==> config.mk <==
export PLATFORM = sky130hd
export DESIGN_NAME = sar_logic_multi_flat
export DESIGN_NICKNAME = d
export VERILOG_FILES = /design/src/rtl/sar_logic_multi_if.sv /design/src/rtl/sar_logic_multi.sv /design/src/flat_wrapper.sv
export SDC_FILE = /design/constraint.sdc
export NUM_CORES = 1
export LEC_CHECK = 0
export CAP_MARGIN = 10
export CORE_ASPECT_RATIO = 0.75
export CORE_MARGIN = 5
export CORE_UTILIZATION = 40
export DETAILED_ROUTE_END_ITERATION = 6
export PLACE_DENSITY = 0.71
export SKIP_LAST_GASP = 1
export SYNTH_ARGS = -nofsm -noshare
export SYNTH_HDL_FRONTEND = slang
export SYNTH_SLANG_ARGS = --single-unit
==> constraint.sdc <==
create_clock -name wb_clk_i -period 2.6 [get_ports wb_clk_i]
set_input_delay 0.39 -clock wb_clk_i [delete_from_list [all_inputs] [get_ports wb_clk_i]]
set_output_delay 0.39 -clock wb_clk_i [all_outputs]
set_load 0.05 [all_outputs]
==> src/rtl/sar_logic_multi_if.sv <==
// Handshake and data bundle between the SAR controller and its channel/comparator environment.
// master: requester/analog front end side; slave: the sar_logic_multi controller.
interface sar_logic_multi_if #(
    parameter int unsigned BITS = 10,
    parameter int unsigned NCH  = 4
);
    localparam int unsigned CW = (NCH > 1) ? $clog2(NCH) : 1;

    logic            start;
    logic [CW-1:0]   ch_sel;
    logic            scan_en;
    logic            comp_in;
    logic [BITS-1:0] dac_code;
    logic            sample_en;
    logic [CW-1:0]   ch_mux;
    logic            busy;
    logic            done;
    logic [BITS-1:0] result;
    logic [CW-1:0]   result_ch;

    modport master (
        output start, ch_sel, scan_en, comp_in,
        input  dac_code, sample_en, ch_mux, busy, done, result, result_ch
    );

    modport slave (
        input  start, ch_sel, scan_en, comp_in,
        output dac_code, sample_en, ch_mux, busy, done, result, result_ch
    );
endinterface

==> src/rtl/sar_logic_multi.sv <==
// Multi-channel SAR ADC controller: sample, binary-search convert, publish, optional round-robin scan.
// Optional 4-pass averaging is compiled in with the SAR_AVG_EN macro.
module sar_logic_multi #(
    parameter int unsigned BITS          = 10,
    parameter int unsigned NCH           = 4,
    parameter int unsigned SAMPLE_CYCLES = 4
) (
    input  logic                 wb_clk_i,
    input  logic                 wb_rst_i,
    sar_logic_multi_if.slave     bus
);
    localparam int unsigned CW = (NCH > 1) ? $clog2(NCH) : 1;
    localparam int unsigned IW = $clog2(BITS);
    localparam int unsigned SW = 8;
`ifdef SAR_AVG_EN
    localparam int unsigned AW = BITS + 2;
`endif

    typedef enum logic [1:0] {
        ST_IDLE,
        ST_SAMPLE,
        ST_CONVERT,
        ST_DONE
    } state_t;

    state_t          state_q, state_nxt;
    logic [SW-1:0]   cnt_q, cnt_nxt;
    logic [IW-1:0]   idx_q, idx_nxt;
    logic [BITS-1:0] dac_q, dac_nxt;
    logic [CW-1:0]   ch_q, ch_nxt;
    logic [BITS-1:0] result_q, result_nxt;
    logic [CW-1:0]   rch_q, rch_nxt;
    logic            sample_q, sample_nxt;
    logic            busy_q, busy_nxt;
    logic            done_q, done_nxt;
    logic [BITS-1:0] trial;
    logic [BITS-1:0] kept;
`ifdef SAR_AVG_EN
    logic [AW-1:0]   acc_q, acc_nxt;
    logic [1:0]      pass_q, pass_nxt;
    logic [AW-1:0]   sum;
`endif

    // State and registered outputs
    always_ff @(posedge wb_clk_i) begin
        if (wb_rst_i) begin
            state_q  <= ST_IDLE;
            cnt_q    <= '0;
            idx_q    <= '0;
            dac_q    <= '0;
            ch_q     <= '0;
            result_q <= '0;
            rch_q    <= '0;
            sample_q <= 1'b0;
            busy_q   <= 1'b0;
            done_q   <= 1'b0;
`ifdef SAR_AVG_EN
            acc_q    <= '0;
            pass_q   <= '0;
`endif
        end else begin
            state_q  <= state_nxt;
            cnt_q    <= cnt_nxt;
            idx_q    <= idx_nxt;
            dac_q    <= dac_nxt;
            ch_q     <= ch_nxt;
            result_q <= result_nxt;
            rch_q    <= rch_nxt;
            sample_q <= sample_nxt;
            busy_q   <= busy_nxt;
            done_q   <= done_nxt;
`ifdef SAR_AVG_EN
            acc_q    <= acc_nxt;
            pass_q   <= pass_nxt;
`endif
        end
    end

    // Next-state and next-output logic
    always_comb begin
        state_nxt  = state_q;
        cnt_nxt    = cnt_q;
        idx_nxt    = idx_q;
        dac_nxt    = '0;
        ch_nxt     = ch_q;
        result_nxt = result_q;
        rch_nxt    = rch_q;
        trial      = BITS'(1) << idx_q;
        kept       = bus.comp_in ? dac_q : (dac_q & ~trial);
`ifdef SAR_AVG_EN
        acc_nxt    = acc_q;
        pass_nxt   = pass_q;
        sum        = acc_q + AW'(kept);
`endif

        case (state_q)
            ST_IDLE: begin
                if (bus.start) begin
                    state_nxt = ST_SAMPLE;
                    cnt_nxt   = '0;
                    ch_nxt    = (32'(bus.ch_sel) < NCH) ? bus.ch_sel : '0;
                end
            end
            ST_SAMPLE: begin
                if (cnt_q == SW'(SAMPLE_CYCLES - 1)) begin
                    state_nxt = ST_CONVERT;
                    idx_nxt   = IW'(BITS - 1);
                    dac_nxt   = BITS'(1) << (BITS - 1);
                end else begin
                    cnt_nxt   = cnt_q + SW'(1);
                end
            end
            ST_CONVERT: begin
                if (idx_q == '0) begin
`ifdef SAR_AVG_EN
                    // Only the fourth pass publishes; earlier passes re-sample the same channel
                    if (pass_q == 2'd3) begin
                        state_nxt  = ST_DONE;
                        result_nxt = BITS'(sum >> 2);
                        rch_nxt    = ch_q;
                        acc_nxt    = '0;
                        pass_nxt   = '0;
                    end else begin
                        state_nxt  = ST_SAMPLE;
                        cnt_nxt    = '0;
                        acc_nxt    = sum;
                        pass_nxt   = pass_q + 2'd1;
                    end
`else
                    state_nxt  = ST_DONE;
                    result_nxt = kept;
                    rch_nxt    = ch_q;
`endif
                end else begin
                    idx_nxt = idx_q - IW'(1);
                    dac_nxt = kept | (trial >> 1);
                end
            end
            ST_DONE: begin
                if (bus.scan_en) begin
                    state_nxt = ST_SAMPLE;
                    cnt_nxt   = '0;
                    ch_nxt    = (ch_q == CW'(NCH - 1)) ? '0 : ch_q + CW'(1);
                end else begin
                    state_nxt = ST_IDLE;
                end
            end
            default: state_nxt = ST_IDLE;
        endcase

        sample_nxt = (state_nxt == ST_SAMPLE);
        busy_nxt   = (state_nxt != ST_IDLE);
        done_nxt   = (state_nxt == ST_DONE);
    end

    assign bus.dac_code  = dac_q;
    assign bus.sample_en = sample_q;
    assign bus.ch_mux    = ch_q;
    assign bus.busy      = busy_q;
    assign bus.done      = done_q;
    assign bus.result    = result_q;
    assign bus.result_ch = rch_q;

endmodule
==> src/flat_wrapper.sv <==
// flat-port wrapper written by rule: the top's interface ports become plain ports
module sar_logic_multi_flat 
#(
    parameter int unsigned BITS          = 10,
    parameter int unsigned NCH           = 4,
    parameter int unsigned SAMPLE_CYCLES = 4
)
  (wb_clk_i, wb_rst_i, bus_start, bus_ch_sel, bus_scan_en, bus_comp_in, bus_dac_code, bus_sample_en, bus_ch_mux, bus_busy, bus_done, bus_result, bus_result_ch);
  sar_logic_multi_if #(.BITS(BITS), .NCH(NCH)) bus_i ();
  input  logic wb_clk_i;
  input  logic wb_rst_i;
  input wire logic [$bits(bus_i.start)-1:0] bus_start;
  input wire logic [$bits(bus_i.ch_sel)-1:0] bus_ch_sel;
  input wire logic [$bits(bus_i.scan_en)-1:0] bus_scan_en;
  input wire logic [$bits(bus_i.comp_in)-1:0] bus_comp_in;
  output wire logic [$bits(bus_i.dac_code)-1:0] bus_dac_code;
  output wire logic [$bits(bus_i.sample_en)-1:0] bus_sample_en;
  output wire logic [$bits(bus_i.ch_mux)-1:0] bus_ch_mux;
  output wire logic [$bits(bus_i.busy)-1:0] bus_busy;
  output wire logic [$bits(bus_i.done)-1:0] bus_done;
  output wire logic [$bits(bus_i.result)-1:0] bus_result;
  output wire logic [$bits(bus_i.result_ch)-1:0] bus_result_ch;
  assign bus_i.start = bus_start;
  assign bus_i.ch_sel = bus_ch_sel;
  assign bus_i.scan_en = bus_scan_en;
  assign bus_i.comp_in = bus_comp_in;
  assign bus_dac_code = bus_i.dac_code;
  assign bus_sample_en = bus_i.sample_en;
  assign bus_ch_mux = bus_i.ch_mux;
  assign bus_busy = bus_i.busy;
  assign bus_done = bus_i.done;
  assign bus_result = bus_i.result;
  assign bus_result_ch = bus_i.result_ch;
  sar_logic_multi #(.BITS(BITS), .NCH(NCH), .SAMPLE_CYCLES(SAMPLE_CYCLES)) u_core (.wb_clk_i(wb_clk_i), .wb_rst_i(wb_rst_i), .bus(bus_i));
endmodule
### Word level (Yosys, flattened, before mapping)

Index checks and enable logic that the tools add are counted.

* flip-flop bits (word level): 41
* input bits: 7
* word-level logic and storage cells: 59

* add/sub/neg operators: 3
* equality and inequality tests: 12
* shift operators: 1
* muxes and demuxes: 20
* bitwise operators: 3
* reduce and logical (&&, ||, !) cells: 10

Operators by type and width (number)
* 2-to-1 mux 10 bit: 3
* 2-to-1 mux 8 bit: 3
* case mux 8 bit (3 select lines): 1
* case mux 10 bit (2 select lines): 1
* 2-to-1 mux 2 bit: 6
* bitwise AND 10 bit: 1
* NOT 10 bit: 1
* OR 10 x 9 -> 10 bit: 1
* left shift 1 x 4 -> 10 bit (first input constant): 1
* adder 8 x 1 -> 8 bit (second input constant): 1
* == test 2 bit (second input constant): 4
* == test 8 x 2 -> 1 bit (second input constant): 1
* 2-to-1 mux 4 bit: 2
* != test 2 bit (second input constant): 4
* case mux 2 bit (4 select lines): 1
* case mux 4 bit (2 select lines): 1
* AND reduction 3 bit: 2
* nonzero test 2 bit: 3
* == test 2 x 1 -> 1 bit (second input constant): 2
* logical NOT 4 bit: 1
* case mux 2 bit (2 select lines): 1
* AND reduction 4 bit: 1
* subtractor 4 x 1 -> 4 bit (second input constant): 1
* nonzero test 3 bit: 1
* other kinds (5): 5

### Logic depth before layout (Yosys ltp)

Gate-level depths: netlist (run 1).

* word-level depth: 7
* mapped depth: 7
* mapped depth without buffers: 6

### Worst setup path after synthesis (run 1)

OpenSTA, ideal clock, no wires.

* path type: register -> register
* start: register u_core.state_q[0]
* end: register u_core.cnt_q[2]
* arrival: 1.685 ns
* path slack: 0.846 ns
* cell stages (with the launch flop): 8
* cells stage by stage: dfxtp_1 -> inv_1 -> ha_1 -> buf_2 -> nand2b_1 -> nand3_1 -> or4_1 -> a21oi_1

* longest elaborated chain between the ends: 3

Ends and longest elaborated chain
* start, declared: line sar_logic_multi.sv:26 `state_t state_q, state_nxt;`
* start signal, assigned: line sar_logic_multi.sv:62 `state_q <= state_nxt;`
* == test 2 x 1 -> 1 bit (tied with other cells): line sar_logic_multi.sv:96 `case (state_q)`
* != test 2 bit (no source line) / nonzero test 3 bit (equally long branches)
* AND reduction 4 bit (no source line)
* end signal, assigned: line sar_logic_multi.sv:63 `cnt_q <= cnt_nxt;`
* end, declared: line sar_logic_multi.sv:27 `logic [SW-1:0] cnt_q, cnt_nxt;`

Several ways; a longest one is shown, not always the timed one.
A chain may end at the register's enable or synchronous reset.

### Final worst setup path (run 1)

Ends and elaborated chain as after synthesis.

==> results of run 1 <==
==> power by group through the flow <==
stage / Clock (mW) / Sequential (mW) / Combinational [mW]
global placement: 0 / 0.688 / 0.238
global route: 0.454 / 0.679 / 0.264
finish: 0.410 / 0.675 / 0.241
CTS: 0.421 / 0.674 / 0.241
floorplan: 0 / 0.717 / 0.142
detailed placement: 0 / 0.688 / 0.240
==> sequential cells by signal, summed over array words and instances, names as in the netlist <==
name                  flops
u_core.bus.busy           1
u_core.bus.ch_mux         2
u_core.bus.dac_code      10
u_core.bus.done           1
u_core.bus.result        10
u_core.bus.result_ch      2
u_core.bus.sample_en      1
u_core.cnt_q              8
u_core.idx_q              4
u_core.state_q            2
==> Yosys cell counts (3+ instances only) <==
library cell               instances
sky130_fd_sc_hd__or3_1             5
sky130_fd_sc_hd__a22oi_1           5
sky130_fd_sc_hd__mux2i_1           5
sky130_fd_sc_hd__nand4_1           3
sky130_fd_sc_hd__nor3b_1           3
sky130_fd_sc_hd__nand3b_1          3
sky130_fd_sc_hd__nor3_1            3
sky130_fd_sc_hd__nor2b_1           4
sky130_fd_sc_hd__nand3_1          10
sky130_fd_sc_hd__buf_2             3
sky130_fd_sc_hd__nand2b_1          5
sky130_fd_sc_hd__clkbuf_1          3
sky130_fd_sc_hd__dfxtp_1          41
sky130_fd_sc_hd__and3_1            3
sky130_fd_sc_hd__nor2_1           16
sky130_fd_sc_hd__nand2_1          32
sky130_fd_sc_hd__a211oi_1          3
sky130_fd_sc_hd__o21ai_0           7
sky130_fd_sc_hd__inv_1            11
sky130_fd_sc_hd__a21oi_1          25
sky130_fd_sc_hd__a31oi_1           3
sky130_fd_sc_hd__ha_1             11
==> tightest hold or removal path, stage by stage, from the launching register on <==
cell and delay, ns:
sky130_fd_sc_hd__dfxtp_1 0.31, sky130_fd_sc_hd__nand2_1 0.05, sky130_fd_sc_hd__a21oi_1 0.05
==> metal layers <==
metal  GRT usage, %  up-vias  part of all wire [%]
met4          6.281        0                   1.7
met3          4.521        6                   6.4
li1               -      869                     -
met1          20.07      778                    52
met2          20.21       50                    40
met5              0        -                     0
==> worst max-delay path by stage <==
stage                                                 start                           end  slack, ns  cells after the start
after global routing           u_core.state_q[0]$_SDFF_PP0_  u_core.cnt_q[2]$_SDFFE_PP0P_       0.49                      6
final                          u_core.state_q[0]$_SDFF_PP0_  u_core.cnt_q[2]$_SDFFE_PP0P_       0.64                      6
after CTS                 u_core.bus.ch_mux[0]$_SDFFE_PP0P_                 bus_ch_mux[0]       0.64                      1
after global placement                          bus_scan_en  u_core.cnt_q[2]$_SDFFE_PP0P_       0.67                      5
after detailed placement                        bus_scan_en  u_core.cnt_q[2]$_SDFFE_PP0P_       0.63                      5
after floorplan                u_core.state_q[0]$_SDFF_PP0_  u_core.cnt_q[2]$_SDFFE_PP0P_       0.85                      7
==> area by class of cell <==
class                   count  share of cell area (%)
multi-input cells         168                   43.14
repair buffers             35                   14.35
inverters                  11                   1.715
clock inverters             3                  0.7277
flip-flops and latches     41                   34.10
well taps                  60                   3.119
clock buffers               5                   2.859
==> kinds of logic after synthesis <==
kind of cell | synth area share (%)
compound gates | 18.01
xor+xnor | 0.4520
fa+ha+maj | 7.101
buf+inv | 4.067
flops | 42.35
mux | 2.582
simple gates | 25.44
==> per-stage QoR <==
| step | hold slack, ns | utilization, % | setup slack [ns] |
|---|---|---|---|
| 2_1_floorplan | 0.4588 | - | 0.8457 |
| 3_3_place_gp | 0.4438 | 48.46 | 0.6729 |
| 3_5_place_dp | 0.4455 | 48.46 | 0.6259 |
| 4_1_cts | 0.4574 | 50.26 | 0.6420 |
| 5_1_grt | 0.4710 | 50.26 | 0.4886 |
| 6_report | 0.4557 | 50.26 | 0.6427 |
==> flow_summary.toml, run 1 <==
[critical_path]
largest_stage_delay_on_the_critical_path_ns = 0.51
crit_path_max_fanout = 10
setup.reg_to_reg.worst_slack_ns = 0.64
classification_of_the_worst_setup_path = "flip-flop to flip-flop"
start_kind = "flip-flop"
reg2reg_to = "u_core.cnt_q[2]$_SDFFE_PP0P_"
cp_top_family = "simple AND/OR/NAND/NOR gates"
critical_path.n_buffers_inverters = 1
reg2reg_depth = 6
cp_slowest_cell = "sky130_fd_sc_hd__or4_1"
crit_chain = "inv_1, ha_1, nand2b_1, nand3_1, or4_1, a21oi_1"
r2r-start = "u_core.state_q[0]$_SDFF_PP0_"
crit_path_end_kind = "flip-flop"
required_ns = 2.83
crit_arrival_ns = 2.19

[detailed_routing]
drt_iter0_markers = 126
firstDrtPassIters = 5
routed_wl_mm = 4.387
routed-via-count = 1703
post-route-drc-count = 0
route.detailed.wl_per_inst_um = 13.58
drt_antenna_net_count = 0
viasPerCell = 5.272

[placement]
detailed_place_hpwl_mm = 3.133
dp_cells = 315
routabilityCongestion = 0.7773
placement.cell_area_mm2 = 0.002321
number_of_input_and_output_port_buffers_inserted = 33

[pwr]
netSwitchingFraction_pct = 30.39
total_power_mw = 1.325
power.switching_mw = 0.4028
clkPwrFrac_pct = 30.9
peakVddDrop_v = 0.0003601
internal-power_mw = 0.9227
power-per-cell-area_mw_per_mm2 = 550.6
leakage_nw = 0.8154
sequential_power_share_pct = 50.9
share_comb_of_total_power_pct = 18.2

[hold_path]
min_delay_path_depth = 2
worstHoldEndpoint = "u_core.bus.result[4]$_SDFFE_PP0P_"
worstHoldPathType = "flip-flop to flip-flop"
min-delay-start = "u_core.bus.result[4]$_SDFFE_PP0P_"

[grt]
antenna_found_initial = 0
grt_use_total_pct = 14.40
first_pass_grt_wire_length_mm = 7.410
vias_in_the_first_global_route = 1553
gr-total-overflow = 0
grt_start_max_net_pins = 22

[die]
initial_core_utilization_pct = 40.46
placement_rows = 22
die_height_um = 70.28
die_w_um = 90.38
core_mm2 = 0.004790
i_o_pins = 34
die_area_mm2 = 0.006352

[finish]
commonest_non_fill_non_tap_cell_in_the_layout = "sky130_fd_sc_hd__dfxtp_1"
nNetsFinal = 280
post_route_cells_drive_above_1_share_pct = 6.084
syn_to_final_growth_pct = 24.21
layout_common_cells = "sky130_fd_sc_hd__dfxtp_1 (41), sky130_fd_sc_hd__clkdlybuf4s50_1 (33), sky130_fd_sc_hd__nand2_1 (32)"
stdcell_count = 323
area_of_the_multi_input_gates_mm2 = 0.001039
final_cell_area_mm2 = 0.002407
fillCellCount = 470
antenna_cells_inserted = 0
sequential_cell_area_um2 = 820.8

[synth]
synth.largest_area_cell = "sky130_fd_sc_hd__dfxtp_1"
syn-mean-instance-area_um2 = 8.538
synthArstFlopShare_pct = 0
ys_seq_area_share_pct = 42.35
mappedNetlistNets = 245
yosys_top_cell_area_share_pct = 42.35
synth_edf_count = 0
synth_area_leaders = "sky130_fd_sc_hd__dfxtp_1 (42%), sky130_fd_sc_hd__ha_1 (7.1%), sky130_fd_sc_hd__a21oi_1 (6.5%), sky130_fd_sc_hd__nand2_1 (6.2%), sky130_fd_sc_hd__nor2_1 (3.1%)"
synth_cell_types = 41
synth-warning-count = 0
synthCells = 227
synth.ff_latch_count = 41
ys.flop_type = "sky130_fd_sc_hd__dfxtp_1"
netlist_area_mm2 = 0.001938

[timing]
timing.clock.skew_ns = 0.006668
worst_slew_margin_rel_pct = 61.79
final.setup.tns_ns = 0
clock.fmax_mhz = 510.9
timing_worst_slew_pin_value_ns = 0.5688
min_period_ns = 1.957
setup_violations = 0
layout_worst_path_cycle_share_pct = 75.28
unrepaired_setup_endpoints_after_global_routing = "false"
final_max_slew_viol_count = 0
timing.final.hold_violations = 0

[flow_run]
max-cap-violations = 0

[clocking]
cts_tree = "built"
cts_root_buffer = "sky130_fd_sc_hd__clkbuf_8"
number_of_gates_resized_after_cts = 0
number_of_setup_buffers_added_after_cts = 0
clock_tree.htree_level_count = 2
clk-insertion-delay-late_ns = 0.30
clock_pin_slew_on_the_worst_setup_and_hold_paths_ns = 0.08
cts_hold_buf = 0
cts.path.max_buffers = 2
cts_buffers = 5
numClockSinks = 41

[outcome]
outcome = "completed"
Note: power is estimated with default switching activity, not from simulation.
==> run 2: changes to the inputs <==
PLACE_DENSITY = 0.74   (was 0.71)
clock period = 1.6 ns   (was 2.6 ns; I/O delays follow)
==> flow_summary.toml, run 2 (synthesis results as in run 1) <==
[outcome]
outcome = "completed"

[detailed_routing]
routed_wl_mm = 4.864
viasPerCell = 5.153
firstDrtPassIters = 4
routed-via-count = 1824
route.detailed.wl_per_inst_um = 13.74
drt_iter0_markers = 158
drt_antenna_net_count = 0
post-route-drc-count = 0

[grt]
antenna_found_initial = 0
grt_start_max_net_pins = 14
grt_use_total_pct = 14.77
gr-total-overflow = 0
vias_in_the_first_global_route = 1759
first_pass_grt_wire_length_mm = 7.900

[die]
die_w_um = 90.38
initial_core_utilization_pct = 40.46
placement_rows = 22
core_mm2 = 0.004790
die_area_mm2 = 0.006352
i_o_pins = 34
die_height_um = 70.28

[finish]
stdcell_count = 354
post_route_cells_drive_above_1_share_pct = 34.01
syn_to_final_growth_pct = 40.93
antenna_cells_inserted = 0
commonest_non_fill_non_tap_cell_in_the_layout = "sky130_fd_sc_hd__buf_4"
layout_common_cells = "sky130_fd_sc_hd__buf_4 (60), sky130_fd_sc_hd__dfxtp_1 (35), sky130_fd_sc_hd__nand2_1 (32)"
nNetsFinal = 311
final_cell_area_mm2 = 0.002731
final_core_util_pct = 57.03

[placement]
dp_cells = 345
number_of_input_and_output_port_buffers_inserted = 33
placement.cell_area_mm2 = 0.002500
routabilityCongestion = 0.8092
place_ws_ns = -0.1172
detailed_place_hpwl_mm = 3.467

[clocking]
cts_buffers = 5
clk-insertion-delay-late_ns = 0.29
cts_hold_buf = 0
numClockSinks = 41
cts.path.max_buffers = 2
cts_root_buffer = "sky130_fd_sc_hd__clkbuf_8"
cts_tree = "built"
clock_pin_slew_on_the_worst_setup_and_hold_paths_ns = 0.07
clock_tree.htree_level_count = 2

[timing]
setup_violations = 0
clock.fmax_mhz = 632.2
worst_slew_margin_rel_pct = 69.44
final.setup.tns_ns = 0
timing.clock.skew_ns = 0.005372
timing.final.hold_violations = 0
min_period_ns = 1.582
layout_worst_path_cycle_share_pct = 98.86
final_max_slew_viol_count = 0
layout_setup_ws_ns = 0.01831
final.hold.worst_slack_ns = 0.4566
unrepaired_setup_endpoints_after_global_routing = "true"
timing_worst_slew_pin_value_ns = 0.4563

[critical_path]
classification_of_the_worst_setup_path = "flip-flop to flip-flop"
crit_path_end_kind = "flip-flop"
crit_path_max_fanout = 7
required_ns = 1.83
cp_slowest_cell = "sky130_fd_sc_hd__or4_4"
start_kind = "flip-flop"
crit_chain = "ha_2, nor4b_4, buf_4, and3_4, or4_4, a21oi_2"
crit_arrival_ns = 1.81
largest_stage_delay_on_the_critical_path_ns = 0.42

[pwr]
peakVddDrop_v = 0.0004857
power-per-cell-area_mw_per_mm2 = 875.0
leakage_nw = 1.054
total_power_mw = 2.390

[hold_path]
worstHoldPathType = "flip-flop to flip-flop"

[flow_run]
max-cap-violations = 0
-- run 2: cell count changes in the layout (fill, tap and decap cells not counted), sizes merged --
cell	delta
buf	+58
clkbuf	+2
clkdlybuf4s50	-27
clkinv	-1
clkinvlp	-1
-- run 2: metal layers --
metal / global-route usage (%) / share of wire [%]
met1: 20.47 / 50
met2: 22.16 / 45
met3: 3.014 / 4.7
met4: 6.281 / 0.66
met5: 0 / 0
-- run 2: area by class of cell --
cell class / count / area (um^2)
multi-input combinational: 168 / 1172
sequential: 41 / 830.8
fill: 419 / 2058
timing repair buffer: 66 / 510.5
tap: 60 / 75.07
inverter: 11 / 41.29
clock inverter: 1 / 5.005
clock buffer: 7 / 96.34
-- run 2: worst paths after layout --
| path | start | to | slack (ns) | cells past startpoint |
|---|---|---|---|---|
| min reg2reg | u_core.bus.result[4]$_SDFFE_PP0P_ | u_core.bus.result[4]$_SDFFE_PP0P_ | 0.46 | 2 |
| max | u_core.cnt_q[0]$_SDFFE_PP0P_ | u_core.cnt_q[2]$_SDFFE_PP0P_ | 0.02 | 6 |
| max reg2reg | u_core.cnt_q[0]$_SDFFE_PP0P_ | u_core.cnt_q[2]$_SDFFE_PP0P_ | 0.02 | 6 |
| min | u_core.bus.result[4]$_SDFFE_PP0P_ | u_core.bus.result[4]$_SDFFE_PP0P_ | 0.46 | 2 |
-- run 2: what timing repair did --
item / in CTS / in global routing
setup buffers: 0 / 2
setup endpoints to repair: 6 / 28
gates cloned: 0 / 0
pin swaps: 0 / 4
gates resized for setup: 2 / 28
-- run 2: critical path, delay by kind of cell (launching register included) --
family / cells / cell delay, ns
DFF: 1 / 0.33
AOI/OAI and AO/OA: 1 / 0.13
buffers and inverters: 1 / 0.16
adders and majority gates: 1 / 0.18
and+or+nand+nor: 3 / 0.72
-- run 2: where the power goes --
part | switching (mW) | internal [mW]
clock | 0.337 | 0.390
sequential | 0.0362 | 1.06
combinational | 0.314 | 0.254
total | 0.687 | 1.70
==> run 3: changes to the inputs <==
CORE_UTILIZATION = 38   (was 40)
PLACE_DENSITY = 0.71   (was 0.74)
==> flow_summary.toml, run 3 (synthesis results as in run 1) <==
[pwr]
leakage_nw = 1.087
total_power_mw = 2.434
power-per-cell-area_mw_per_mm2 = 876.1
peakVddDrop_v = 0.0006380

[finish]
post_route_cells_drive_above_1_share_pct = 36.24
fillCellCount = 441
nNetsFinal = 315
antenna_cells_inserted = 0
syn_to_final_growth_pct = 43.32
stdcell_count = 358
commonest_non_fill_non_tap_cell_in_the_layout = "sky130_fd_sc_hd__buf_4"
layout_common_cells = "sky130_fd_sc_hd__buf_4 (64), sky130_fd_sc_hd__dfxtp_1 (35), sky130_fd_sc_hd__nand2_1 (32)"

[die]
placement_rows = 22
die_area_mm2 = 0.006644
core_mm2 = 0.004927
die_height_um = 71.85
i_o_pins = 34
die_w_um = 92.47
initial_core_utilization_pct = 39.33

[placement]
number_of_input_and_output_port_buffers_inserted = 33
routabilityCongestion = 0.8286
dp_cells = 349
detailed_place_hpwl_mm = 3.716

[clocking]
cts_tree = "built"
clock_tree.htree_level_count = 2
numClockSinks = 41
clock_pin_slew_on_the_worst_setup_and_hold_paths_ns = 0.08
cts_buffers = 5
clk-insertion-delay-late_ns = 0.29
cts.path.max_buffers = 2
cts_root_buffer = "sky130_fd_sc_hd__clkbuf_8"

[timing]
timing.clock.skew_ns = 0.008470
clock.fmax_mhz = 632.3
final_max_slew_viol_count = 0
timing_worst_slew_pin_value_ns = 0.3105
unrepaired_setup_endpoints_after_global_routing = "true"
timing.final.hold_violations = 0
worst_slew_margin_rel_pct = 79.30
setup_violations = 0
min_period_ns = 1.582
layout_worst_path_cycle_share_pct = 98.85

[hold_path]
worstHoldPathType = "flip-flop to flip-flop"

[grt]
first_pass_grt_wire_length_mm = 7.900
gr-total-overflow = 0
grt_use_total_pct = 14.62
grt_start_max_net_pins = 14
antenna_found_initial = 0
vias_in_the_first_global_route = 1717

[detailed_routing]
viasPerCell = 5.154
drt_iter0_markers = 84
routed_wl_mm = 4.997
post-route-drc-count = 0
drt_antenna_net_count = 0
route.detailed.wl_per_inst_um = 13.96
routed-via-count = 1845
firstDrtPassIters = 4

[flow_run]
max-cap-violations = 0

[critical_path]
crit_path_max_fanout = 7
crit_arrival_ns = 1.81
classification_of_the_worst_setup_path = "flip-flop to flip-flop"
required_ns = 1.83
crit_path_end_kind = "flip-flop"
start_kind = "flip-flop"
setup.reg_to_reg.worst_slack_ns = 0.02

[outcome]
outcome = "completed"
run 3: changes by cell type in the layout (fill, tap and decap cells not counted), sizes merged:
cell,change
buf,+4
run 3: critical path, cell delays in order, from the launching register on:
cell and delay [ns]:
sky130_fd_sc_hd__dfxtp_2 0.33, sky130_fd_sc_hd__ha_2 0.18, sky130_fd_sc_hd__nor4b_4 0.12, sky130_fd_sc_hd__buf_4 0.16
sky130_fd_sc_hd__and3_4 0.18, sky130_fd_sc_hd__or4_4 0.42, sky130_fd_sc_hd__a21oi_2 0.12
run 3: metal layers:
metal	up-vias	track usage (%)	share of wire (%)
li1	944	-	-
met1	853	20.28	49
met2	43	21.95	44
met3	5	3.882	5.5
met4	0	4.942	1.0
met5	-	0	0
run 3: worst paths after layout:
path,start,end,cells past startpoint
setup / recovery,u_core.cnt_q[0]$_SDFFE_PP0P_,u_core.cnt_q[2]$_SDFFE_PP0P_,6
hold / removal,u_core.bus.result[0]$_SDFFE_PP0P_,u_core.bus.result[0]$_SDFFE_PP0P_,2
setup reg to reg,u_core.cnt_q[0]$_SDFFE_PP0P_,u_core.cnt_q[2]$_SDFFE_PP0P_,6
hold reg to reg,u_core.bus.result[0]$_SDFFE_PP0P_,u_core.bus.result[0]$_SDFFE_PP0P_,2
run 3: layout make-up:
cell class	count	area [um^2]	share of cell area, %
multi-input cells	168	1191	42.88
flip-flops and latches	41	828.3	29.82
repair buffers	70	540.5	19.46
clock buffers	7	96.34	3.468
well taps	60	75.07	2.703
inverters	11	41.29	1.486
clock inverters	1	5.005	0.1802
run 3: through the flow:
step	utilization, %	hold slack [ns]	TNS, ns	worst slack (ns)	cell area [um^2]
floorplan	-	0.3919	0	0.005519	1966
global placement	51.35	0.4435	-0.3280	-0.08794	2530
detailed placement	51.35	0.4498	-0.6481	-0.1221	2530
CTS	53.71	0.4602	0	0.01031	2646
global route	56.37	0.4769	-0.09969	-0.04519	2778
finish	56.37	0.4545	0	0.01837	2778
run 3: what timing repair did:
action | in CTS | in global routing
endpoints found under the setup margin | 9 | 32
gates resized for setup | 3 | 30
buffers inserted | 0 | 1
hold buffers | 0 | 0
pin swaps | 0 | 3
run 3: where the power goes:
group | switching (mW) | internal, mW
Sequential | 0.0301 | 1.06
Combinational | 0.332 | 0.276
Clock | 0.347 | 0.390
